==> config.mk <==
export PLATFORM = sky130hd
export DESIGN_NAME = channel_tx_arbiter
export DESIGN_NICKNAME = d
export VERILOG_FILES = /design/src/rtl/channel_tx_arbiter.sv
export SDC_FILE = /design/constraint.sdc
export NUM_CORES = 1
export LEC_CHECK = 0
export CORE_AREA = 2 2 241 243
export CTS_CLUSTER_SIZE = 14
export DETAILED_ROUTE_END_ITERATION = 7
export DIE_AREA = 0 0 243 245
export PLACE_DENSITY_LB_ADDON = 0.3
export SYNTH_ARGS = -nofsm -noshare
export SYNTH_HDL_FRONTEND = slang
export SYNTH_SLANG_ARGS = --single-unit
==> constraint.sdc <==
create_clock -name TX_ACLK -period 3.85 [get_ports TX_ACLK]
set_input_delay 0.77 -clock TX_ACLK [delete_from_list [all_inputs] [get_ports TX_ACLK]]
set_output_delay 0.77 -clock TX_ACLK [all_outputs]
set_load 0.01 [all_outputs]
==> src/rtl/channel_tx_arbiter.sv <==
// Round-robin frame arbiter: grants one FIFO channel per frame and streams it to the serializer.
// Optional mid-frame stall timeout is enabled by defining CH_STALL_TIMEOUT_EN.
module channel_tx_arbiter #(
  parameter int unsigned CH_NUM        = 8,
  parameter int unsigned TDATA_WIDTH   = 64,
  parameter int unsigned STALL_TIMEOUT = 256
) (
  input  logic                          TX_ACLK,
  input  logic                          TX_ARESET,
  input  logic [CH_NUM*TDATA_WIDTH-1:0] CH_TDATA,
  input  logic [CH_NUM-1:0]             CH_TUSER,
  input  logic [CH_NUM-1:0]             CH_TLAST,
  input  logic [CH_NUM-1:0]             CH_EMPTY,
  output logic [CH_NUM-1:0]             CH_RE_EN,
  input  logic                          PLS_WAIT,
  output logic [TDATA_WIDTH-1:0]        M_TDATA,
  output logic                          M_TUSER,
  output logic                          M_TLAST,
  output logic                          M_VALID,
  output logic [$clog2(CH_NUM)-1:0]     GRANT_CH,
  output logic                          BUSY,
  output logic                          STALL_ERR
);

  localparam int unsigned GW = $clog2(CH_NUM);

  typedef enum logic [0:0] {StIdle, StStream} state_e;

  state_e                 r_state;
  logic [GW-1:0]          r_last_grant;
  logic [GW-1:0]          r_grant;
  logic [TDATA_WIDTH-1:0] r_tdata;
  logic                   r_tuser;
  logic                   r_tlast;
  logic                   r_valid;

  logic                   w_found;
  logic [GW-1:0]          w_sel;
  logic [TDATA_WIDTH-1:0] w_head_data;
  logic                   w_head_user;
  logic                   w_head_last;
  logic                   w_head_empty;
  logic                   w_pop;
  logic                   w_timeout;

  function automatic logic [GW-1:0] f_wrap(input int unsigned v);
    return GW'(v % CH_NUM);
  endfunction

  // Descending scan so the nearest channel after the pointer is the last (winning) assignment.
  always_comb begin
    w_found = 1'b0;
    w_sel   = '0;
    for (int unsigned i = CH_NUM; i >= 1; i--) begin
      if (!CH_EMPTY[f_wrap(32'(r_last_grant) + i)]) begin
        w_found = 1'b1;
        w_sel   = f_wrap(32'(r_last_grant) + i);
      end
    end
  end

  always_comb begin
    w_head_data  = '0;
    w_head_user  = 1'b0;
    w_head_last  = 1'b0;
    w_head_empty = 1'b1;
    for (int unsigned i = 0; i < CH_NUM; i++) begin
      if (r_grant == GW'(i)) begin
        w_head_data  = CH_TDATA[i*TDATA_WIDTH +: TDATA_WIDTH];
        w_head_user  = CH_TUSER[i];
        w_head_last  = CH_TLAST[i];
        w_head_empty = CH_EMPTY[i];
      end
    end
  end

  assign w_pop = (r_state == StStream) && !PLS_WAIT && !w_head_empty;

  always_comb begin
    CH_RE_EN = '0;
    if (w_pop) CH_RE_EN[r_grant] = 1'b1;
  end

`ifdef CH_STALL_TIMEOUT_EN
  localparam int unsigned CW = $clog2(STALL_TIMEOUT + 1);

  logic [CW-1:0] r_stall_cnt;
  logic          r_stall_err;
  logic          w_stall_tick;

  assign w_stall_tick = (r_state == StStream) && w_head_empty && !PLS_WAIT;
  assign w_timeout    = w_stall_tick && (r_stall_cnt == CW'(STALL_TIMEOUT - 1));

  // Clearing while idle covers the clear-on-entry to STREAM.
  always_ff @(posedge TX_ACLK or posedge TX_ARESET) begin
    if (TX_ARESET) begin
      r_stall_cnt <= '0;
      r_stall_err <= 1'b0;
    end else begin
      if (r_state == StIdle || w_pop || w_timeout) begin
        r_stall_cnt <= '0;
      end else if (w_stall_tick) begin
        r_stall_cnt <= r_stall_cnt + 1'b1;
      end
      if (w_timeout) r_stall_err <= 1'b1;
    end
  end

  assign STALL_ERR = r_stall_err;
`else
  logic w_unused_stall;

  assign w_unused_stall = ^STALL_TIMEOUT;
  assign w_timeout      = 1'b0;
  assign STALL_ERR      = 1'b0;
`endif

  always_ff @(posedge TX_ACLK or posedge TX_ARESET) begin
    if (TX_ARESET) begin
      r_state      <= StIdle;
      r_last_grant <= GW'(CH_NUM - 1);
      r_grant      <= '0;
      r_tdata      <= '0;
      r_tuser      <= 1'b0;
      r_tlast      <= 1'b0;
      r_valid      <= 1'b0;
    end else begin
      r_valid <= w_pop;
      if (w_pop) begin
        r_tdata <= w_head_data;
        r_tuser <= w_head_user;
        r_tlast <= w_head_last;
      end
      case (r_state)
        StIdle: begin
          if (w_found) begin
            r_grant      <= w_sel;
            r_last_grant <= w_sel;
            r_state      <= StStream;
          end
        end
        StStream: begin
          if ((w_pop && w_head_last) || w_timeout) r_state <= StIdle;
        end
        default: r_state <= StIdle;
      endcase
    end
  end

  assign M_TDATA  = r_tdata;
  assign M_TUSER  = r_tuser;
  assign M_TLAST  = r_tlast;
  assign M_VALID  = r_valid;
  assign GRANT_CH = r_grant;
  assign BUSY     = (r_state == StStream);

endmodule

==> key figures, run 1 <==
Floorplan
  – Die Wd: approximately 240 um
  – Core ar.: approximately 0.057 mm2
  – Die area: 0.0595 mm2
  – Site Rows: between 80 and 90
  – Die height: about 250 um
  – I/O pins: 619
  – Initial Utilization: approximately an eighth

GRT
  – Aggregate global-route resource usage: between 10% and 20%
  – First-pass GRT wire length: between 50 and 60 mm
  – Pin count of the biggest net entering global routing: 77
  – Vias in the first global route: roughly 8.6k
  – GRT overflow: 0
  – Initial antenna violation count: 5

Setup path
  – Startpoint types: input pin
  – Worst-path fanout max: 7
  – CP Data Required Time: approximately 3100 ps
  – CP arrival: between 2000 and 3000 ps
  – Critical path endpoint category: output port
  – Crit path kind: in2out
  – Worst R2R Setup Slack: about 840 ps

Placed design
  – GPL Wtd Cong: around 0.9
  – DP Wirelength: roughly 34 mm
  – Pre-CTS setup slack: around 220 ps
  – Cells after DPL: roughly 2.0k
  – PortBufs: a little over 600

Outcome
  – Status: finished clean

STA
  – Setup TNS Final: 0 ps
  – Final setup violation count: 0
  – Worst-Margin Slew: between 900 and 1000 ps
  – Fin. max-slew vios: 0
  – Clock skew: ~8 ps
  – Final Hold Viols: 0
  – Slew HR: a little under two fifths
  – Post-route minimum period: 3640 ps
  – RSZ-0062 raised after global routing: no
  – Max Freq: 275 MHz
  – Tcrit/Tclk final: 94.6%
  – Worst Slack Setup Final: about 210 ps

Drt
  – Via count: between 8k and 9k
  – Post-detailed-route wirelength per cell: between 20 and 25 um
  – Vias/cell: 4.08
  – First-iteration detailed-routing DRC count: 410
  – DRC viols: 0
  – DRT Wirelength: 41.4 mm
  – DR pass1 iterations: 4
  – ANT nets after route: 0

Synth
  – Synthesized netlist cell count: 635
  – Synth warn: 0
  – Average size of a mapped cell: ~12 um2
  – Top_reg_cell synth: dfrtp_1
  – Share of the synthesized area in the top cell type: 39.9%
  – Fraction of registers with async set/reset: 100%
  – Mapped Area: roughly 0.0075 mm2
  – Synth Register Bits: 74
  – Cell taking the most area after synthesis: mux4_2
  – Seq/Total Area, Yosys: 24.9%
  – Post-synth cell types: ~50
  – Synth area leaders: mux4_2, dfrtp_1, mux2i_1
  – Post-synth EDFFs: 0
  – Mapped Nets: roughly 1.2k

Clocking
  – CTS tree: built
  – Clk slew on worst S/H paths: 60 ps
  – Cts repair resizes: 0
  – Clock sinks: between 70 and 80
  – Clock root buffer: clkbuf_16
  – CTS Hold Bufs: 0
  – H-tree depth: 3
  – Number of buffers created by CTS: 9
  – Clock tree buffer depth: 2
  – Post-CTS Setup Repair Bufs: 0
  – Clock Latency Late Sink: 370 ps

Job
  – Max_cap viols: 0

Power and ir drop
  – Leak pwr: approximately 5.2 nW
  – Clock power frac: between 10 and 15%
  – Flop pwr share: about 17%
  – Switch share: ~43%
  – Combinational power share: between 70 and 80%
  – Pwr/cell area: between 600 and 700 mW/mm2
  – Sw Pwr: between 3 and 4 mW
  – Worst vdd ir: approximately 0.00036 V
  – Internal cell power: slightly above 5 mW

Cells and area
  – Share of post-route cells with drive strength above 1: around 16%
  – Most frequent cells in the layout: clkdlybuf4s50_1, mux4_2, nor2_1
  – Most common cell after layout, fill and taps aside: clkdlybuf4s50_1
  – Fin nets: between 1.5k and 2k
  – Area Growth Syn to Fin: 98.3%
  – Final non-filler cell total: 1985

Hold path
  – HP Class: reg2reg
-- power by group through the flow --
| stage | sequential (mW) | clock [mW] | combinational (mW) |
|---|---|---|---|
| 5_1_grt | 1.59 | 0.998 | 7.13 |
| 4_1_cts | 1.54 | 0.976 | 6.71 |
| 3_5_place_dp | 1.55 | 0 | 6.68 |
| 6_report | 1.53 | 0.916 | 6.55 |
| 3_3_place_gp | 1.54 | 0 | 6.68 |
| 2_1_floorplan | 1.57 | 0 | 4.09 |
-- Yosys cell counts (2+ instances only) --
cell type  instances
nor3b_1            3
or4_4              2
a21o_1             4
dfstp_2            3
inv_1              9
a22o_1             4
nand3_1            3
buf_2             18
buf_1             10
nand2_1           18
mux4_2           132
clkbuf_1          37
mux2i_1           70
ha_1               2
a22oi_1            7
a221oi_1           3
nor2b_1            3
xor2_1             3
mux2_2            15
a221o_1            2
nor2_1            81
o22ai_1           11
nor3_1             7
o221ai_1           4
o21ai_0            9
nand2b_1           3
dfrtp_1           71
o211ai_1           2
a21oi_1           79
-- stage by stage --
stage                     total power, mW  util (%)  area, um2  hold slack (ps)
after floorplan                      5.65         -       7450              563
after global placement               8.23      25.4      14500              514
after detailed placement             8.23      25.4      14500              519
after CTS                            9.23      25.9      14800              535
after global routing                 9.72      25.9      14800              544
final                                9.00      25.9      14800              525
-- sequential cells by signal (all words and copies together) (netlist names) --
signal        count
r_last_grant      3
M_VALID           1
BUSY              1
M_TDATA          64
GRANT_CH          3
M_TLAST           1
M_TUSER           1
-- area by class of cell --
type                    instances  area (um2)
flip-flops and latches         74        1870
multi-input cells             484        5280
clock inverters                 7        76.3
fillers                      6185       42300
diodes                          3        7.51
inverters                      10        40.0
clock buffers                   9         225
repair buffers                633        6320
well taps                     765         957
-- path summary, 6_finish.rpt --
path                               end  cells after the start       startpoint
setup / recovery           CH_RE_EN[2]                      7      CH_EMPTY[0]
hold / removal             M_TDATA[33]                      2      M_TDATA[33]
setup reg to reg           GRANT_CH[1]                      8  r_last_grant[0]
hold reg to reg            M_TDATA[33]                      2      M_TDATA[33]
max in group asynchronous  M_TDATA[24]                      3        TX_ARESET
min in group asynchronous      M_TUSER                      2        TX_ARESET
-- worst max-delay path, cell delays in order --
cell and delay [ps]:
clkdlybuf4s50_1 440, mux2_2 270, o22ai_1 140, o21ai_0 150, a21oi_4 260, nor4b_1 250, clkdlybuf4s50_1 580
-- routing by layer --
| layer | up-vias | global-route usage, % | wire length, um |
|---|---|---|---|
| li1 | 3709 | - | - |
| met1 | 4017 | 15.8 | 16100 |
| met2 | 331 | 23.7 | 21600 |
| met3 | 32 | 3.74 | 3000 |
| met4 | 2 | 3.99 | 699 |
| met5 | - | 0 | 13 |
-- kinds of logic after synthesis --
family	count (synthesis)	synth area share, %
buf+inv	77	4.33
other cells	1	0.0503
compound gates	136	11.1
simple gates	124	7.20
flops	74	24.9
xor+xnor	4	0.470
mux	217	51.6
fa+ha+maj	2	0.336
No activity file was read; power rests on OpenSTA's default activity.
==> run 2: changes to the inputs <==
--- a/config.mk
+++ b/config.mk
@@ -12,2 +12,3 @@
 export PLACE_DENSITY_LB_ADDON = 0.3
+export SLEW_MARGIN = 25
 export SYNTH_ARGS = -nofsm -noshare
==> constraint.sdc (replaced) <==
create_clock -name TX_ACLK -period 3.85 [get_ports TX_ACLK]
set_input_delay 1.155 -clock TX_ACLK [delete_from_list [all_inputs] [get_ports TX_ACLK]]
set_output_delay 1.155 -clock TX_ACLK [all_outputs]
set_load 0.01 [all_outputs]
==> key figures, run 2 (synthesis results as in run 1) <==
Outcome
  – Status: finished clean

Clocking
  – CTS Hold Bufs: 0 (unchanged)
  – Clock sinks: 74 (unchanged)
  – H-tree depth: 3 (unchanged)
  – Clock Latency Late Sink: 380 ps (about the same)
  – CTS tree: built
  – Number of buffers created by CTS: 9 (unchanged)
  – Clock root buffer: clkbuf_16
  – Clock tree buffer depth: 2 (unchanged)
  – Clk slew on worst S/H paths: 60 ps (about the same)

STA
  – Fin. max-slew vios: 0 (unchanged)
  – Worst-Margin Slew: 869 ps (-67.4 ps)
  – Max Freq: 266 MHz (-3.2%)
  – Clock skew: 10.9 ps (+3.10 ps)
  – RSZ-0062 raised after global routing: no
  – Tcrit/Tclk final: 97.7% (+3.1 points)
  – Setup TNS Final: 0 ps (unchanged)
  – Final Hold Viols: 0 (unchanged)
  – Post-route minimum period: 3760 ps (+118 ps)
  – Final setup violation count: 0 (unchanged)
  – Slew HR: 42.0% (+4.5 points)

Power and ir drop
  – Pwr/cell area: 618 mW/mm2 (+1.5%)
  – Worst vdd ir: 0.000362 V (+1.2%)
  – Leak pwr: 5.30 nW (+1.7%)

GRT
  – First-pass GRT wire length: 59.9 mm (+2.8%)
  – GRT overflow: 0 (unchanged)
  – Aggregate global-route resource usage: 13.8% (+0.38 points)
  – Initial antenna violation count: 4 (-1)
  – Pin count of the biggest net entering global routing: 125 (+62%)
  – Vias in the first global route: 8769 (+2.3%)

Drt
  – DRC viols: 0 (unchanged)
  – First-iteration detailed-routing DRC count: 366 (-11%)
  – DR pass1 iterations: 5 (+1)
  – ANT nets after route: 0 (unchanged)
  – DRT Wirelength: 42.1 mm (+1.7%)
  – Via count: 8060 (-0.38%)
  – Vias/cell: 4.04 (-0.78%)
  – Post-detailed-route wirelength per cell: 21.1 um (+1.3%)

Placed design
  – DP Wirelength: 34.8 mm (+1.2%)
  – Cells after DPL: 1973 (+0.36%)
  – PortBufs: 617 (unchanged)
  – GPL Wtd Cong: 0.875 (-0.59%)
  – Post-DP Area: 0.0145 mm2 (+0.36%)

Floorplan
  – Core ar.: 0.0570 mm2 (unchanged)
  – Die area: 0.0595 mm2 (unchanged)
  – Die height: 245 um (unchanged)
  – Initial Utilization: 13.1% (unchanged)
  – Site Rows: 88 (unchanged)
  – Die Wd: 243 um (unchanged)
  – I/O pins: 619 (unchanged)

Setup path
  – CP Data Required Time: 2690 ps (-390 ps)
  – Crit path kind: in2out
  – Critical path endpoint category: output port
  – Startpoint types: input pin
  – CP arrival: 2610 ps (-260 ps)
  – Worst-path fanout max: 4 (-3)

Cells and area
  – Area Growth Syn to Fin: 99.7%
  – Design area: 0.0149 mm2 (+0.70%)
  – Share of post-route cells with drive strength above 1: 17.1% (+1.3 points)
  – Max FFs per register: 64 (unchanged)
  – Most common cell after layout, fill and taps aside: clkdlybuf4s50_1
  – Most frequent cells in the layout: clkdlybuf4s50_1, mux4_2, nor2_1
  – Final non-filler cell total: 1993 (+0.40%)
  – Fin nets: 1762 (+0.51%)

Hold path
  – HP Class: reg2reg

Job
  – Max_cap viols: 0 (unchanged)
==> run 2: cell types whose count changed in the layout (fill, tap and decap cells not counted), sizes merged, moves of 2 or more <==
cell and change:
dlygate4sd2 +3, clkbuf +3, bufinv +2, buf +13, clkdlybuf4s50 -10, clkdlybuf4s15 +2, inv -2
==> run 2: power breakdown <==
part	leakage (nW)	switching [mW]	internal (mW)
clock network	0.160	0.403	0.633
registers	0.818	0.323	1.20
logic	4.33	3.18	3.46
total	5.30	3.91	5.29
==> run 2: timing repair <==
item	4_1_cts	5_1_grt
resized for setup	29	6
setup endpoints to repair	8	3
setup buffers	2	0
pin swaps	3	1
==> run 2: final timing paths <==
kind,from,to,slack [ps],cells past startpoint
max in group asynchronous,TX_ARESET,M_TDATA[29],2010,3
worst min-delay path,M_TDATA[23],M_TDATA[23],530,2
worst max-delay path,CH_EMPTY[2],CH_RE_EN[2],90,8
min in group asynchronous,TX_ARESET,M_TDATA[55],1170,2
worst min register to register,M_TDATA[23],M_TDATA[23],530,2
worst max register to register,GRANT_CH[1],M_TDATA[11],770,10
==> run 2: stage by stage <==
| step | power [mW] | hold WS, ps | utilization (%) | worst slack [ps] |
|---|---|---|---|---|
| floorplan | 5.65 | 563 | - | 161 |
| global placement | 8.28 | 511 | 25.5 | -558 |
| detailed placement | 8.29 | 520 | 25.5 | -514 |
| CTS | 9.42 | 537 | 26.1 | 72.0 |
| global route | 9.92 | 548 | 26.1 | 20.4 |
| finish | 9.20 | 529 | 26.1 | 89.7 |
==> run 2: layout make-up <==
cell class	instances	area [um2]
inverter	10	40.0
antenna	2	5.00
clock inverter	5	103
timing repair buffer	642	6370
fill	6116	42200
tap	765	957
sequential	74	1870
multi-input combinational	484	5310
clock buffer	11	233
==> run 2: critical path: stages <==
cell,delay (ps)
dlygate4sd2_1,260
mux2_2,270
o22ai_2,160
o21ai_2,80
a21oi_4,160
buf_6,120
nor4b_2,210
buf_2,180
==> run 2: routing by layer <==
layer | global-route usage (%) | vias up | share of wire (%)
met2 | 24.5 | 311 | 53
met5 | 0 | - | 0.059
met3 | 3.54 | 24 | 5.8
met4 | 3.21 | 4 | 1.3
met1 | 16.6 | 4001 | 40
li1 | - | 3720 | -
==> run 3: changes to the inputs <==
- CAP_MARGIN: unset -> 0
- SLEW_MARGIN: 25 -> 20
==> key figures, run 3 (synthesis results as in run 1) <==
Hold path
  – Endpoint, Worst Hold: M_TDATA[23]
  – Hold path depth: 2 (unchanged)
  – HP Class: reg2reg
  – Min-Delay Startpoint: M_TDATA[23]

Floorplan
  – Initial Utilization: 13.1% (unchanged)
  – I/O pins: 619 (unchanged)
  – Die area: 0.0595 mm2 (unchanged)
  – Core ar.: 0.0570 mm2 (unchanged)
  – Die height: 245 um (unchanged)
  – Die Wd: 243 um (unchanged)
  – Site Rows: 88 (unchanged)

Placed design
  – Pre-CTS setup slack: -514 ps (unchanged)
  – PortBufs: 617 (unchanged)
  – GPL Wtd Cong: 0.875 (unchanged)
  – DP Wirelength: 34.8 mm (unchanged)
  – Cells after DPL: 1973 (unchanged)

STA
  – Fin. max-slew vios: 0 (unchanged)
  – Final setup violation count: 0 (unchanged)
  – Worst Slack Setup Final: 90.0 ps (+0.316 ps)
  – Tcrit/Tclk final: 97.7% (about the same)
  – Final Hold Viols: 0 (unchanged)
  – Clock skew: 10.4 ps (-0.560 ps)
  – Max Freq: 266 MHz (about the same)
  – Post-route minimum period: 3760 ps (-0.316 ps)
  – Slew HR: 34.9% (-7.2 points)
  – Setup TNS Final: 0 ps (unchanged)
  – RSZ-0062 raised after global routing: no
  – Hold slack: 529 ps (unchanged)
  – Worst-Margin Slew: 977 ps (+108 ps)

Clocking
  – Clk slew on worst S/H paths: 60 ps (about the same)
  – Clock tree buffer depth: 2 (unchanged)
  – Clock sinks: 74 (unchanged)
  – Clock Latency Late Sink: 380 ps (about the same)
  – CTS Hold Bufs: 0 (unchanged)
  – H-tree depth: 3 (unchanged)
  – Number of buffers created by CTS: 9 (unchanged)
  – CTS tree: built
  – Clock root buffer: clkbuf_16

Cells and area
  – Fillcell total: 6116 (unchanged)
  – Area Growth Syn to Fin: 99.7% (about the same)
  – Final non-filler cell total: 1993 (unchanged)
  – Fin nets: 1762 (unchanged)
  – Share of post-route cells with drive strength above 1: 17.1% (unchanged)
  – Max FFs per register: 64 (unchanged)
  – Most common cell after layout, fill and taps aside: clkdlybuf4s50_1
  – Most frequent cells in the layout: clkdlybuf4s50_1, mux4_2, nor2_1

GRT
  – GRT overflow: 0 (unchanged)
  – Vias in the first global route: 8769 (unchanged)
  – Pin count of the biggest net entering global routing: 125 (unchanged)
  – Initial antenna violation count: 4 (unchanged)
  – Aggregate global-route resource usage: 13.8% (unchanged)
  – First-pass GRT wire length: 59.9 mm (unchanged)

Setup path
  – Startpoint types: input pin
  – Crit path kind: in2out
  – CP Data Required Time: 2690 ps (about the same)
  – Worst R2R End: M_TDATA[49]
  – Worst R2R Path Depth: 5 (-5)
  – FF-to-FF Start: GRANT_CH[1]
  – Worst-path fanout max: 4 (unchanged)
  – Worst R2R Setup Slack: 590 ps (-180 ps)
  – Critical path endpoint category: output port
  – CP arrival: 2610 ps (about the same)

Drt
  – DRT Wirelength: 42.1 mm (about the same)
  – First-iteration detailed-routing DRC count: 373 (+1.9%)
  – DR pass1 iterations: 4 (-1)
  – ANT nets after route: 0 (unchanged)
  – DRC viols: 0 (unchanged)
  – Via count: 8081 (+0.26%)
  – Post-detailed-route wirelength per cell: 21.1 um (about the same)
  – Vias/cell: 4.05 (+0.26%)

Job
  – Max_cap viols: 0 (unchanged)

Power and ir drop
  – Worst vdd ir: 0.000365 V (+0.73%)
  – Leak pwr: 5.30 nW (about the same)
  – Pwr/cell area: 618 mW/mm2 (about the same)

Outcome
  – Status: finished clean
run 3: timing repair:
item,in CTS,in global routing
pin swaps,3,1
buffers inserted,2,0
endpoints found under the setup margin,8,3
resized for setup,29,6
run 3: report_power, final:
group	internal (mW)	switching, mW	total, mW
Clock	0.633	0.402	1.04
Sequential	1.20	0.323	1.52
Combinational	3.46	3.18	6.63
Total	5.29	3.90	9.19
run 3: how the worst max path moves through the flow:
stage	start	to
floorplan	CH_EMPTY[2]	CH_RE_EN[2]
global placement	CH_EMPTY[2]	CH_RE_EN[2]
CTS	CH_EMPTY[2]	CH_RE_EN[6]
finish	CH_EMPTY[2]	CH_RE_EN[2]
detailed placement	CH_EMPTY[2]	CH_RE_EN[2]
global route	CH_EMPTY[0]	CH_RE_EN[6]
run 3: routing by layer:
layer | routed length (um) | GRT usage [%] | vias up
met3 | 2430 | 3.54 | 24
met2 | 22100 | 24.5 | 299
met4 | 568 | 3.21 | 4
met1 | 17000 | 16.6 | 4034
met5 | 25 | 0 | -
li1 | - | - | 3720
run 3: layout make-up:
type	instances	area, um2	area share [%]
diodes	2	5.00	0.0336
clock buffers	11	233	1.56
clock inverters	5	103	0.690
inverters	10	40.0	0.269
multi-input cells	484	5310	35.7
flip-flops and latches	74	1870	12.5
well taps	765	957	6.43
repair buffers	642	6360	42.8
run 3: through the flow:
stage / util (%) / instance area, um2 / total power [mW]
floorplan: - / 7450 / 5.65
global placement: 25.5 / 14500 / 8.28
detailed placement: 25.5 / 14500 / 8.29
CTS: 26.1 / 14900 / 9.42
global route: 26.1 / 14900 / 9.91
finish: 26.1 / 14900 / 9.19
run 3: critical path: stages:
cell and delay [ps]:
dlygate4sd2_1 260, mux2_2 270, o22ai_2 160, o21ai_2 80, a21oi_4 160, buf_6 120, nor4b_2 210, buf_2 180
